<file path="src/rtl/cpu_sequencer.sv">
// Program sequencer for the 4-bit ALU/register datapath: fetches 8-bit words
// from a combinational ROM, decodes OP/JMP/JC/HALT and handles run/single-step.
module cpu_sequencer #(
   parameter int unsigned ADDR_W = 3,
   parameter int unsigned CNT_W  = 8
) (
   input  logic              clk,
   input  logic              rst,
   input  logic              start,
   input  logic              step_mode,
   input  logic              step,
   output logic [ADDR_W-1:0] rom_addr,
   input  logic [7:0]        rom_data,
   input  logic              carry_in,
   output logic              load,
   output logic              mux_sel,
   output logic [1:0]        alu_sel,
   output logic [ADDR_W-1:0] pc_out,
   output logic              busy,
   output logic              halted,
   output logic [CNT_W-1:0]  instr_cnt
);

   typedef enum logic [2:0] {
      S_IDLE   = 3'd0,
      S_FETCH  = 3'd1,
      S_EXEC   = 3'd2,
      S_WAIT   = 3'd3,
      S_HALTED = 3'd4
   } state_t;

   localparam logic [1:0]       OP_ALU  = 2'b00;
   localparam logic [1:0]       OP_JMP  = 2'b01;
   localparam logic [1:0]       OP_JC   = 2'b10;
   localparam logic [1:0]       OP_HALT = 2'b11;
   localparam logic [CNT_W-1:0] CNT_MAX = '1;

   state_t              state;
   logic [ADDR_W-1:0]   pc;
   logic [7:0]          ir;
   logic                carry_flag;
   logic [CNT_W-1:0]    cnt;

   logic [1:0]          op;
   logic [ADDR_W-1:0]   target;
   logic [ADDR_W-1:0]   pc_inc;
   logic                exec_alu;

   assign op       = ir[7:6];
   assign target   = ir[ADDR_W-1:0];
   assign pc_inc   = pc + ADDR_W'(1);
   assign exec_alu = (state == S_EXEC) && (op == OP_ALU);

   // Datapath controls are decoded straight from ir so the register loads on the edge ending EXEC.
   assign load      = exec_alu & ir[0];
   assign mux_sel   = exec_alu & ir[1];
   assign alu_sel   = exec_alu ? ir[3:2] : 2'b00;

   assign rom_addr  = pc;
   assign pc_out    = pc;
   assign instr_cnt = cnt;
   assign busy      = (state == S_FETCH) || (state == S_EXEC) || (state == S_WAIT);
   assign halted    = (state == S_HALTED);

   // Sequencer state, program counter, instruction register, carry flag and retire counter.
   always_ff @(posedge clk) begin
      if (rst) begin
         state      <= S_IDLE;
         pc         <= '0;
         ir         <= '0;
         carry_flag <= 1'b0;
         cnt        <= '0;
      end else begin
         unique case (state)
            S_IDLE, S_HALTED: begin
               if (start) begin
                  state      <= S_FETCH;
                  pc         <= '0;
                  carry_flag <= 1'b0;
                  cnt        <= '0;
               end
            end
            S_FETCH: begin
               ir    <= rom_data;
               state <= S_EXEC;
            end
            S_EXEC: begin
               if (cnt != CNT_MAX) cnt <= cnt + CNT_W'(1);
               unique case (op)
                  OP_ALU: begin
                     pc <= pc_inc;
                     if (ir[0]) carry_flag <= carry_in;
                  end
                  OP_JMP:  pc <= target;
                  OP_JC:   pc <= carry_flag ? target : pc_inc;
                  default: pc <= pc;
               endcase
               if (op == OP_HALT)  state <= S_HALTED;
               else if (step_mode) state <= S_WAIT;
               else                state <= S_FETCH;
            end
            // WAIT is only entered with step_mode set, so a step here always releases it.
            S_WAIT: begin
               if (step) state <= S_FETCH;
            end
            default: state <= S_IDLE;
         endcase
      end
   end

endmodule

</file>
<file path="config.mk">
export PLATFORM = sky130hd
export DESIGN_NAME = cpu_sequencer
export DESIGN_NICKNAME = d
export VERILOG_FILES = /design/src/rtl/cpu_sequencer.sv
export SDC_FILE = /design/constraint.sdc
export NUM_CORES = 1
export LEC_CHECK = 0
export BUFFER_PORTS_ARGS = -buffer_cell sky130_fd_sc_hd__buf_2
export CAP_MARGIN = 20
export CORE_UTILIZATION = 36
export DETAILED_ROUTE_END_ITERATION = 16
export PLACE_DENSITY = 0.56
export SLEW_MARGIN = 20
export SYNTH_ARGS = -nofsm -noshare
export SYNTH_HDL_FRONTEND = slang
export SYNTH_SLANG_ARGS = --single-unit
</file>
<file path="constraint.sdc">
create_clock -name clk -period 4.4 [get_ports clk]
set_clock_uncertainty 0.15 [all_clocks]
set_input_delay 1.32 -clock clk [delete_from_list [all_inputs] [get_ports clk]]
set_output_delay 1.32 -clock clk [all_outputs]
set_load 0.02 [all_outputs]
</file>
# Yosys cells after proc, flatten, opt, wreduce, memory -nomap -nowiden
# Cells that the tools add are included.
classes:
  addsub: 2
  n_mul: 0
  n_div: 0
  n_lt_le_gt_ge: 0
  n_eq_ne: 14
  shift: 0
  muxes: 17
  bitwise: 2
  reduce_logical: 11
ops:
  columns: ["operator", "n"]
  rows:
  - ["2-to-1 mux 8 bit", 2]
  - ["case mux 8 bit (2 select lines)", 1]
  - ["2-to-1 mux 3 bit", 5]
  - ["case mux 3 bit (4 select lines)", 1]
  - ["case mux 3 bit (3 select lines)", 1]
  - ["adder 8 x 1 -> 8 bit (second input constant)", 1]
  - ["inequality test 8 bit (second input constant)", 1]
  - ["== test 3 x 2 -> 1 bit (second input constant)", 2]
  - ["inequality test 2 bit (second input constant)", 3]
  - ["case mux 3 bit (2 select lines)", 1]
  - ["AND reduction 3 bit", 2]
  - ["== test 2 bit (second input constant)", 2]
  - ["2-to-1 mux 2 bit", 2]
  - ["inequality test 2 x 1 -> 1 bit (second input constant)", 2]
  - ["inequality test 4 x 1 -> 1 bit (second input constant)", 1]
  - ["AND reduction 4 bit", 1]
  - ["adder 3 x 1 -> 3 bit (second input constant)", 1]
  - ["== test 3 x 1 -> 1 bit (second input constant)", 1]
  - ["== test 3 bit (second input constant)", 1]
  - ["zero test 3 bit", 1]
  - ["2-to-1 mux 1 bit", 3]
  - ["bitwise AND 1 bit", 2]
  - ["== test 2 x 1 -> 1 bit (second input constant)", 1]
  - ["zero test 2 bit", 1]
  - ["6 further kinds", 7]
totals:
  reg_bits: 23
  latch_bits: 0
  mem_bits_rw: 0
  rom_bits: 0
  input_bits: 14
  out_inout_bits: 20
  elab_cells: 51
  mem_count: 0

# Depth between registers and ports, before layout
# Gate-level depths: netlist (run 1).
logic_depth:
  ltp_word: 4
  depth_mapped: 5
  mapped_depth_nobuf: 5

# Worst setup path after synthesis (run 1)
# No wires, ideal clock.
synth_timing:
  path_type: "flip-flop to output port"
  startpoint: "register state[1]"
  endpoint: "output load"
  arrival_time_ps: 1222
  required_time_ps: 2930
  path_slack_ps: 1708
  path_stages_with_launch: 4
  n_path_buf: 1
  path_cell_list: "dfxtp_1 -> buf_4 -> nor3b_1 -> and3_1"
synth_via:
  elab_chain_cells: 3
synth_lines:
  columns: ["element", "line_no", "rtl"]
  rows:
  - ["start: declaration", "38", "state_t state;"]
  - ["start signal: assignment", "68", "state <= S_IDLE;"]
  - ["start signal: assignment", "77", "state <= S_FETCH;"]
  - ["start signal: assignment", "85", "state <= S_EXEC;"]
  - ["== test 3 x 2 -> 1 bit", "52", "assign exec_alu = (state == S_EXEC) && (op == OP_ALU);"]
  - ["logical AND 1 bit", "52", null]
  - ["bitwise AND 1 bit", "55", "assign load = exec_alu & ir[0];"]
  - ["end: declaration", "15", "output logic load,"]
# No other way between the ends.

# Final worst setup path (run 1)
# Same ends and word-level chain as after synthesis.

==> results.json, run 1 <==
{
  "outcome": "completed",
  "peakVddDrop_mv": 0.1298,
  "p_leak_nw": 0.5971,
  "pwr-share-seq_pct": 56.4,
  "finalSetupTns_ns": 0,
  "synth_top_area_share_pct": 35.33,
  "drtIter0Drc": 101,
  "syn_inst": 133,
  "design.die.area_um2": 3539,
  "r2r_slack_ns": 2.40,
  "synth_cell_type_count": 40,
  "area_growth_pct": 14.93,
  "worstPathMaxFanout": 12,
  "post-cts-setup-buffer-count": 0,
  "ant_nets": 0,
  "worstSetupStartpoint": "state[1]$_SDFFE_PP0P_",
  "fin_crit_ns": 3.459,
  "die_h_um": 59.49,
  "seq_area_frac_synth_pct": 35.33,
  "cts_buffer_depth": 2,
  "place.gp.congestion": 0.7672,
  "via_count": 1066,
  "start_util_pct": 38.35,
  "timing.final.ws_setup_ns": 0.9410,
  "clock_latency_ns": 0.30,
  "synthTopCellsByArea": "dfxtp_1 (35%), mux2i_1 (6.7%), ha_1 (6.3%)",
  "nFillCells": 353,
  "r2r_start": "state[1]$_SDFFE_PP0P_",
  "cts_made_buffers": 3,
  "fmax_ghz": 0.2891,
  "io_pins": 34,
  "yosysTopAreaCell": "dfxtp_1",
  "routed_via_density": 5.251,
  "critPathLaunchType": "flop",
  "hpwl_um": 1888,
  "yosysWarningCount": 0,
  "post-route-period-util_pct": 78.61,
  "netlist_area_um2": 1190,
  "final_nets": 180,
  "wire_per_inst_um": 12.21,
  "min_from": "carry_flag$_SDFFE_PP0P_",
  "hold_depth": 2,
  "switchingPower_mw": 0.1082,
  "worst_pin_slew_ns": 0.7326,
  "power.internal_mw": 0.2594,
  "cp_slowest_cell": "nor3b_1",
  "worstSetupEndpointType": "output pin",
  "syn_area_per_cell_um2": 8.947,
  "ys_ff_latch": 21,
  "hold_path_class": "reg -> reg",
  "max-cap-violations": 0,
  "numClockSinks": 21,
  "cts_tree": "built",
  "drive_gt1_share_pct": 25.16,
  "synth_nets": 153,
  "cts_root_buf": "clkbuf_4",
  "cp.required_ns": 2.93,
  "drcViolationCount": 0,
  "multiInputGateArea_um2": 679.4,
  "grt_pass1_wl_um": 4243,
  "rsz0062_at_grt": "false",
  "arrival_ns": 1.99,
  "ys_top_cells_by_count": "dfxtp_1 (21), nor2_1 (11), inv_1 (8), mux2i_1 (8)",
  "cts_resized": 0,
  "final_util_pct": 44.07,
  "finalHoldViolations": 0,
  "place_ws_ns": 1.291,
  "swShare_pct": 29.44,
  "routed_wl_um": 2479,
  "htreeDepth": 1,
  "slew_violations": 0,
  "min_to": "carry_flag$_SDFFE_PP0P_",
  "dp.cells": 199,
  "seq_area_um2": 420.4,
  "port_buffers": 31,
  "combPwrFrac_pct": 17.9,
  "die_w_um": 59.49,
  "rr_worst_depth": 3,
  "rows": 20,
  "r2r_end": "pc_out[0]$_SDFFE_PP0P_",
  "cpPeakStageDelay_ns": 0.66,
  "async_flop_share_pct": 0,
  "grt.overflow.total": 0,
  "synth_edf_count": 0,
  "synthFlopType": "dfxtp_1",
  "yosysMostFrequentCell": "dfxtp_1",
  "relSlewSlack_pct": 51.05,
  "clk_pin_slew_ns": 0.12,
  "core-area_um2": 3103,
  "antenna_found_initial": 0,
  "grt_pass1_vias": 953,
  "hold_buffers": 0,
  "final_cells": 203,
  "power_density_nw_per_um2": 268.8,
  "path_class": "reg -> out",
  "path_cells": "nor3b_1 -> and3_1 -> buf_2",
  "grt_usage_pct": 15.90,
  "diodes": 0,
  "p_clk_share_pct": 25.7,
  "dr.pass1.iters": 4,
  "grt_max_degree": 22,
  "setup_violations": 0,
  "worst_hold_slack_ns": 0.3688
}
[through the flow]
stage,total power [mW],instance area [µm²]
2_1_floorplan,0.2637,1190
3_3_place_gp,0.2766,1340
3_5_place_dp,0.2779,1340
4_1_cts,0.3726,1368
5_1_grt,0.3897,1368
6_report,0.3676,1368
[layout make-up]
cell class	instances	area share [%]
Multi-Input combinational cell	95	49.68
Sequential cell	21	30.74
Timing Repair Buffer	31	11.34
Tap cell	44	4.026
Inverter	8	2.196
Clock buffer	3	1.647
Clock inverter	1	0.3660
[sequential cells by signal (all words and copies together), names as in the netlist]
name and cells:
instr_cnt 8, ir 6, pc_out 3, state 3
carry_flag 1
[worst max path at each step]
| stage | end | slack, ns | cells after the start |
|---|---|---|---|
| after floorplan | load | 1.71 | 3 |
| after global placement | load | 1.31 | 3 |
| after detailed placement | load | 1.29 | 3 |
| after CTS | load | 0.93 | 3 |
| after global routing | load | 0.75 | 3 |
| final | load | 0.94 | 3 |
[power groups by stage]
stage	registers [mW]	clock network (mW)	logic, mW
after CTS	0.207	0.0988	0.0664
after floorplan	0.210	0	0.0535
after global routing	0.209	0.106	0.0741
final	0.207	0.0944	0.0659
after detailed placement	0.212	0	0.0662
after global placement	0.211	0	0.0652
[critical path: cells and delay by family (launching register included)]
kind / cells / cell delay, ns
flip-flops: 1 / 0.54
buffers and inverters: 1 / 0.18
AND/OR/NAND/NOR: 2 / 0.96
[cell usage in the layout (no fill, tap or decap), drive strengths merged, types with 3 or more instances in the layout]
cell,count
o21ai,3
nor3,6
and3,6
nand3,3
clkbuf,3
a21oi,4
nand2,4
inv,8
nor2,11
mux2i,8
a211oi,4
ha,6
dfxtp,21
nor3b,6
buf,31
a311oi,3
nand2b,4
[logic make-up (layout without fill, tap and decap cells)]
logic type / after synthesis / in the layout / synth area share, %
AND/OR/NAND/NOR: 50 / 50 / 24.40
adder cells (fa/ha/maj): 6 / 6 / 6.309
buffers and inverters: 17 / 43 / 7.571
AO/OA/AOI/OAI: 28 / 28 / 17.04
multiplexers: 10 / 10 / 8.623
flip-flops: 21 / 21 / 35.33
XOR/XNOR: 1 / 1 / 0.7362
[layer usage]
| metal | part of all wire [%] | GRT usage [%] | vias up |
|---|---|---|---|
| li1 | - | - | 540 |
| met1 | 47 | 20.67 | 498 |
| met2 | 48 | 26.32 | 24 |
| met3 | 3.4 | 1.965 | 4 |
| met4 | 1.6 | 6.977 | 0 |
| met5 | 0 | 0 | - |
(Power assumes the default switching activity.)
==> run 2, diff against run 1 <==
- PLACE_DENSITY: 0.56 -> 0.58
- clock period: 4.4 -> 2.88 ns (I/O delays scaled with it)
==> run 2 against run 1 <==
Routed wire length increased by 3.4%. Critical path type unchanged. Final area grew 0.46%. Sequential power grew 53%. Highest routed layer unchanged. Clock power rose by 55%. Worst hold slack worse by 0.0034 ns. Non-clock buffer count is 1 higher. Global-route usage increased by 0.19 points.
==> results.json, run 2 (synthesis gave the netlist of run 1 again) <==
{
  "clock_latency_ns": 0.30,
  "ant_nets": 0,
  "arrival_ns": 1.63,
  "fin_crit_ns": 2.643,
  "final_util_pct": 44.27,
  "dr.pass1.iters": 4,
  "cts_resized": 0,
  "setup_violations": 0,
  "grt_pass1_wl_um": 4284,
  "grt_max_degree": 22,
  "outcome": "completed",
  "die_h_um": 59.49,
  "drtIter0Drc": 43,
  "hpwl_um": 1906,
  "final_nets": 181,
  "antenna_found_initial": 0,
  "clk_pin_slew_ns": 0.12,
  "finalSetupTns_ns": 0,
  "htreeDepth": 1,
  "area_growth_pct": 15.46,
  "design.die.area_um2": 3539,
  "post-cts-setup-buffer-count": 0,
  "worstSetupEndpointType": "output pin",
  "start_util_pct": 38.35,
  "grt.overflow.total": 0,
  "finalHoldViolations": 0,
  "cts_root_buf": "clkbuf_4",
  "routed_wl_um": 2564,
  "power_density_nw_per_um2": 411.1,
  "rows": 20,
  "nFillCells": 343,
  "worst_hold_slack_ns": 0.3654,
  "post-route-period-util_pct": 91.77,
  "p_leak_nw": 0.5997,
  "slew_violations": 0,
  "diodes": 0,
  "worstPathMaxFanout": 12,
  "cp.required_ns": 1.87,
  "drive_gt1_share_pct": 25.00,
  "place_ws_ns": 0.5733,
  "cts_tree": "built",
  "relSlewSlack_pct": 61.42,
  "cts_made_buffers": 3,
  "path_class": "reg -> out",
  "worst_pin_slew_ns": 0.5761,
  "hold_buffers": 0,
  "place.gp.congestion": 0.7927,
  "critPathLaunchType": "flop",
  "peakVddDrop_mv": 0.2027,
  "die_w_um": 59.49,
  "timing.final.ws_setup_ns": 0.2371,
  "total_power_mw": 0.5648,
  "port_buffers": 31,
  "cts_buffer_depth": 2,
  "fmax_ghz": 0.3784,
  "mostFrequentLayoutCells": "buf_2 (31), dfxtp_1 (21), nor2_1 (11), inv_1 (8), mux2i_1 (8)",
  "largest_reg_flops": 8,
  "core-area_um2": 3103,
  "drcViolationCount": 0,
  "grt_usage_pct": 16.09,
  "numClockSinks": 21,
  "rsz0062_at_grt": "false",
  "final_common_cell": "buf_2",
  "io_pins": 34,
  "via_count": 1039,
  "routed_via_density": 5.093,
  "wire_per_inst_um": 12.57,
  "max-cap-violations": 0,
  "grt_pass1_vias": 991,
  "hold_path_class": "reg -> reg"
}
==> run 2: power by group <==
group          internal [mW]  switching [mW]  leakage [nW]
registers              0.302          0.0145         0.170
clock network         0.0540          0.0916        0.0150
logic                 0.0435          0.0590         0.414
==> run 2: cell type report <==
cell class / instances / area, µm² / area share (%)
repair buffers: 32 / 162.7 / 11.84
flip-flops and latches: 21 / 420.4 / 30.60
clock buffers: 4 / 26.28 / 1.913
multi-input cells: 95 / 679.4 / 49.45
well taps: 44 / 55.05 / 4.007
inverters: 8 / 30.03 / 2.186
==> run 2: final timing paths <==
check,slack [ns],cells after the start,start,end
setup / recovery,0.24,4,state[1]$_SDFFE_PP0P_,load
hold / removal,0.37,2,ir[3]$_SDFFE_PP0N_,ir[3]$_SDFFE_PP0N_
setup reg to reg,0.95,3,state[1]$_SDFFE_PP0P_,instr_cnt[7]$_SDFFE_PP0P_
hold reg to reg,0.37,2,ir[3]$_SDFFE_PP0N_,ir[3]$_SDFFE_PP0N_
==> run 2: layer usage <==
layer	GRT usage (%)	vias to the layer above	share of wire, %
li1	-	541	-
met1	19.89	477	48
met2	27.93	17	48
met3	2.620	4	2.8
met4	5.980	0	1.1
met5	0	-	0
==> run 2: worst max-delay path, stage by stage, from the launching register on <==
cell     delay, ns
dfxtp_1       0.54
nor3b_1       0.24
buf_4         0.18
and3_1        0.20
buf_2         0.18
==> run 2: per-stage QoR <==
step | cell area (µm²) | instances
floorplan | 1190 | 133
global placement | 1348 | 200
detailed placement | 1348 | 200
CTS | 1374 | 204
global route | 1374 | 204
finish | 1374 | 204
==> run 3, diff against run 2 <==
- ABC_AREA: unset -> 1
==> run 3 against run 2 <==
First-iteration DRC count is 19% higher. Worst setup slack better by 0.14 ns. Global-route usage is 0.72 points lower. Non-clock buffer count is 1 lower. Via count is 11% higher. Die area is 1.4% higher. Worst hold slack worse by 0.056 ns. Maximum frequency is 5.6% higher. Final area is 2.8% higher. Clock power is 3% lower. Cell count is 22% higher. Critical path depth is 2 higher. Critical endpoint is now mux_sel. Largest cell class unchanged. Largest power group is now combinational logic.
==> results.json, run 3 <==
{
  "outcome": "completed",
  "switchingPower_mw": 0.4624,
  "die_h_um": 59.91,
  "yosysWarningCount": 0,
  "via_count": 1154,
  "area_growth_pct": 16.99,
  "cts_root_buf": "clkbuf_4",
  "cts_buffer_depth": 2,
  "fin_crit_ns": 2.504,
  "async_flop_share_pct": 0,
  "hold_buffers": 0,
  "largest_reg_flops": 8,
  "hold_path_class": "reg -> reg",
  "hpwl_um": 1944,
  "worst_pin_slew_ns": 0.3821,
  "finalHoldViolations": 0,
  "grt_usage_pct": 15.37,
  "syn_inst": 175,
  "power.internal_mw": 0.5573,
  "ys_top_cells_by_count": "nand2_1 (38), dfxtp_1 (21), a21oi_1 (20), inv_1 (20), nor2_1 (20)",
  "worstPathMaxFanout": 5,
  "diodes": 0,
  "post-cts-setup-buffer-count": 0,
  "drive_gt1_share_pct": 24.88,
  "routed_via_density": 4.635,
  "nFillCells": 338,
  "design.die.area_um2": 3589,
  "slew_violations": 0,
  "peakVddDrop_mv": 0.3743,
  "wire_per_inst_um": 9.871,
  "combPwrFrac_pct": 45.8,
  "final_common_cell": "nand2_1",
  "worstSetupEndpointType": "output pin",
  "p_leak_nw": 0.6530,
  "cts_tree": "built",
  "routed_wl_um": 2458,
  "netlist_area_um2": 1207,
  "rsz0062_at_grt": "false",
  "p_clk_share_pct": 13.8,
  "path_class": "reg -> out",
  "port_buffers": 31,
  "core-area_um2": 3128,
  "ys_ff_latch": 21,
  "synth_cell_type_count": 25,
  "max-cap-violations": 0,
  "start_util_pct": 38.60,
  "swShare_pct": 45.35,
  "arrival_ns": 1.49,
  "dr.pass1.iters": 4,
  "post-route-period-util_pct": 86.94,
  "cts_made_buffers": 3,
  "setup_violations": 0,
  "yosysTopAreaCell": "dfxtp_1",
  "critPathLaunchType": "flop",
  "htreeDepth": 1,
  "cp.required_ns": 1.87,
  "yosysMostFrequentCell": "nand2_1",
  "fmax_ghz": 0.3994,
  "rows": 20,
  "die_w_um": 59.91,
  "grt.overflow.total": 0,
  "cts_resized": 0,
  "synth_edf_count": 0,
  "synth_nets": 195,
  "syn_area_per_cell_um2": 6.899,
  "final_nets": 226,
  "synthTopCellsByArea": "dfxtp_1 (35%), nand2_1 (12%), a21oi_1 (8.3%)",
  "clock_latency_ns": 0.30,
  "clk_pin_slew_ns": 0.11,
  "power_density_nw_per_um2": 721.8,
  "grt_max_degree": 14,
  "drtIter0Drc": 51,
  "drcViolationCount": 0,
  "seq_area_frac_synth_pct": 34.82,
  "synth_top_area_share_pct": 34.82,
  "numClockSinks": 21,
  "mostFrequentLayoutCells": "nand2_1 (38), buf_2 (31), dfxtp_1 (21)",
  "final_util_pct": 45.16,
  "ant_nets": 0,
  "synthFlopType": "dfxtp_1",
  "grt_pass1_vias": 1016,
  "relSlewSlack_pct": 74.46,
  "place.gp.congestion": 0.7219,
  "pwr-share-seq_pct": 40.5,
  "antenna_found_initial": 0,
  "finalSetupTns_ns": 0,
  "io_pins": 34,
  "grt_pass1_wl_um": 4174
}
-- run 3: cell families (layout without fill, tap and decap cells) --
family	count (synthesis)	count (layout)	share of synthesized area, %
XOR/XNOR	3	3	2.177
AND/OR/NAND/NOR	84	84	32.54
flip-flops	21	21	34.82
adder cells (fa/ha/maj)	6	6	6.217
AO/OA/AOI/OAI	33	33	14.51
buffers and inverters	28	58	9.740
-- run 3: final timing paths --
path	from	to	slack, ns	depth (start not counted)
min reg2reg	ir[3]$_SDFFE_PP0N_	ir[3]$_SDFFE_PP0N_	0.31	2
min	ir[3]$_SDFFE_PP0N_	ir[3]$_SDFFE_PP0N_	0.31	2
max	state[2]$_SDFFE_PP0P_	mux_sel	0.38	6
max reg2reg	instr_cnt[0]$_SDFFE_PP0P_	instr_cnt[0]$_SDFFE_PP0P_	1.30	8
-- run 3: critical path: stages (launching register included) --
cell and delay [ns]:
dfxtp_1 0.35, inv_1 0.14, nand3_2 0.17, nor2_1 0.16
inv_1 0.10, nor2_1 0.10, buf_2 0.17
-- run 3: through the flow --
| step | cells | instance area, µm² | setup WS (ns) | total power, mW | hold slack (ns) |
|---|---|---|---|---|---|
| after floorplan | 175 | 1207 | 0.7989 | 0.7870 | 0.2805 |
| after global placement | 245 | 1386 | 0.7449 | 0.8801 | 0.2923 |
| after detailed placement | 245 | 1386 | 0.7274 | 0.8890 | 0.2977 |
| after CTS | 249 | 1413 | 0.3725 | 1.032 | 0.3160 |
| after global routing | 249 | 1413 | 0.1722 | 1.126 | 0.3571 |
| final | 249 | 1413 | 0.3762 | 1.020 | 0.3099 |
-- run 3: power groups by stage --
stage / clock network (mW) / registers (mW) / logic (mW)
2_1_floorplan: 0 / 0.418 / 0.369
3_3_place_gp: 0 / 0.416 / 0.464
3_5_place_dp: 0 / 0.420 / 0.469
4_1_cts: 0.147 / 0.414 / 0.471
5_1_grt: 0.163 / 0.424 / 0.539
6_report: 0.141 / 0.413 / 0.467
-- run 3: per-layer routing --
| metal | global-route usage [%] | vias to the layer above | wire length, µm | part of all wire [%] |
|---|---|---|---|---|
| met2 | 27.78 | 24 | 1145 | 47 |
| met1 | 18.25 | 509 | 1209 | 49 |
| met3 | 1.948 | 4 | 70 | 2.8 |
| li1 | - | 617 | - | - |
| met4 | 5.980 | 0 | 31 | 1.3 |
| met5 | 0 | - | 0 | 0 |
-- run 3: final cells by class --
| class | count | area, µm² | share of cell area, % |
|---|---|---|---|
| inverters | 23 | 86.33 | 6.112 |
| multi-input cells | 126 | 669.4 | 47.39 |
| flip-flops and latches | 21 | 420.4 | 29.76 |
| well taps | 44 | 55.05 | 3.897 |
| clock buffers | 4 | 26.28 | 1.860 |
| repair buffers | 31 | 155.1 | 10.98 |
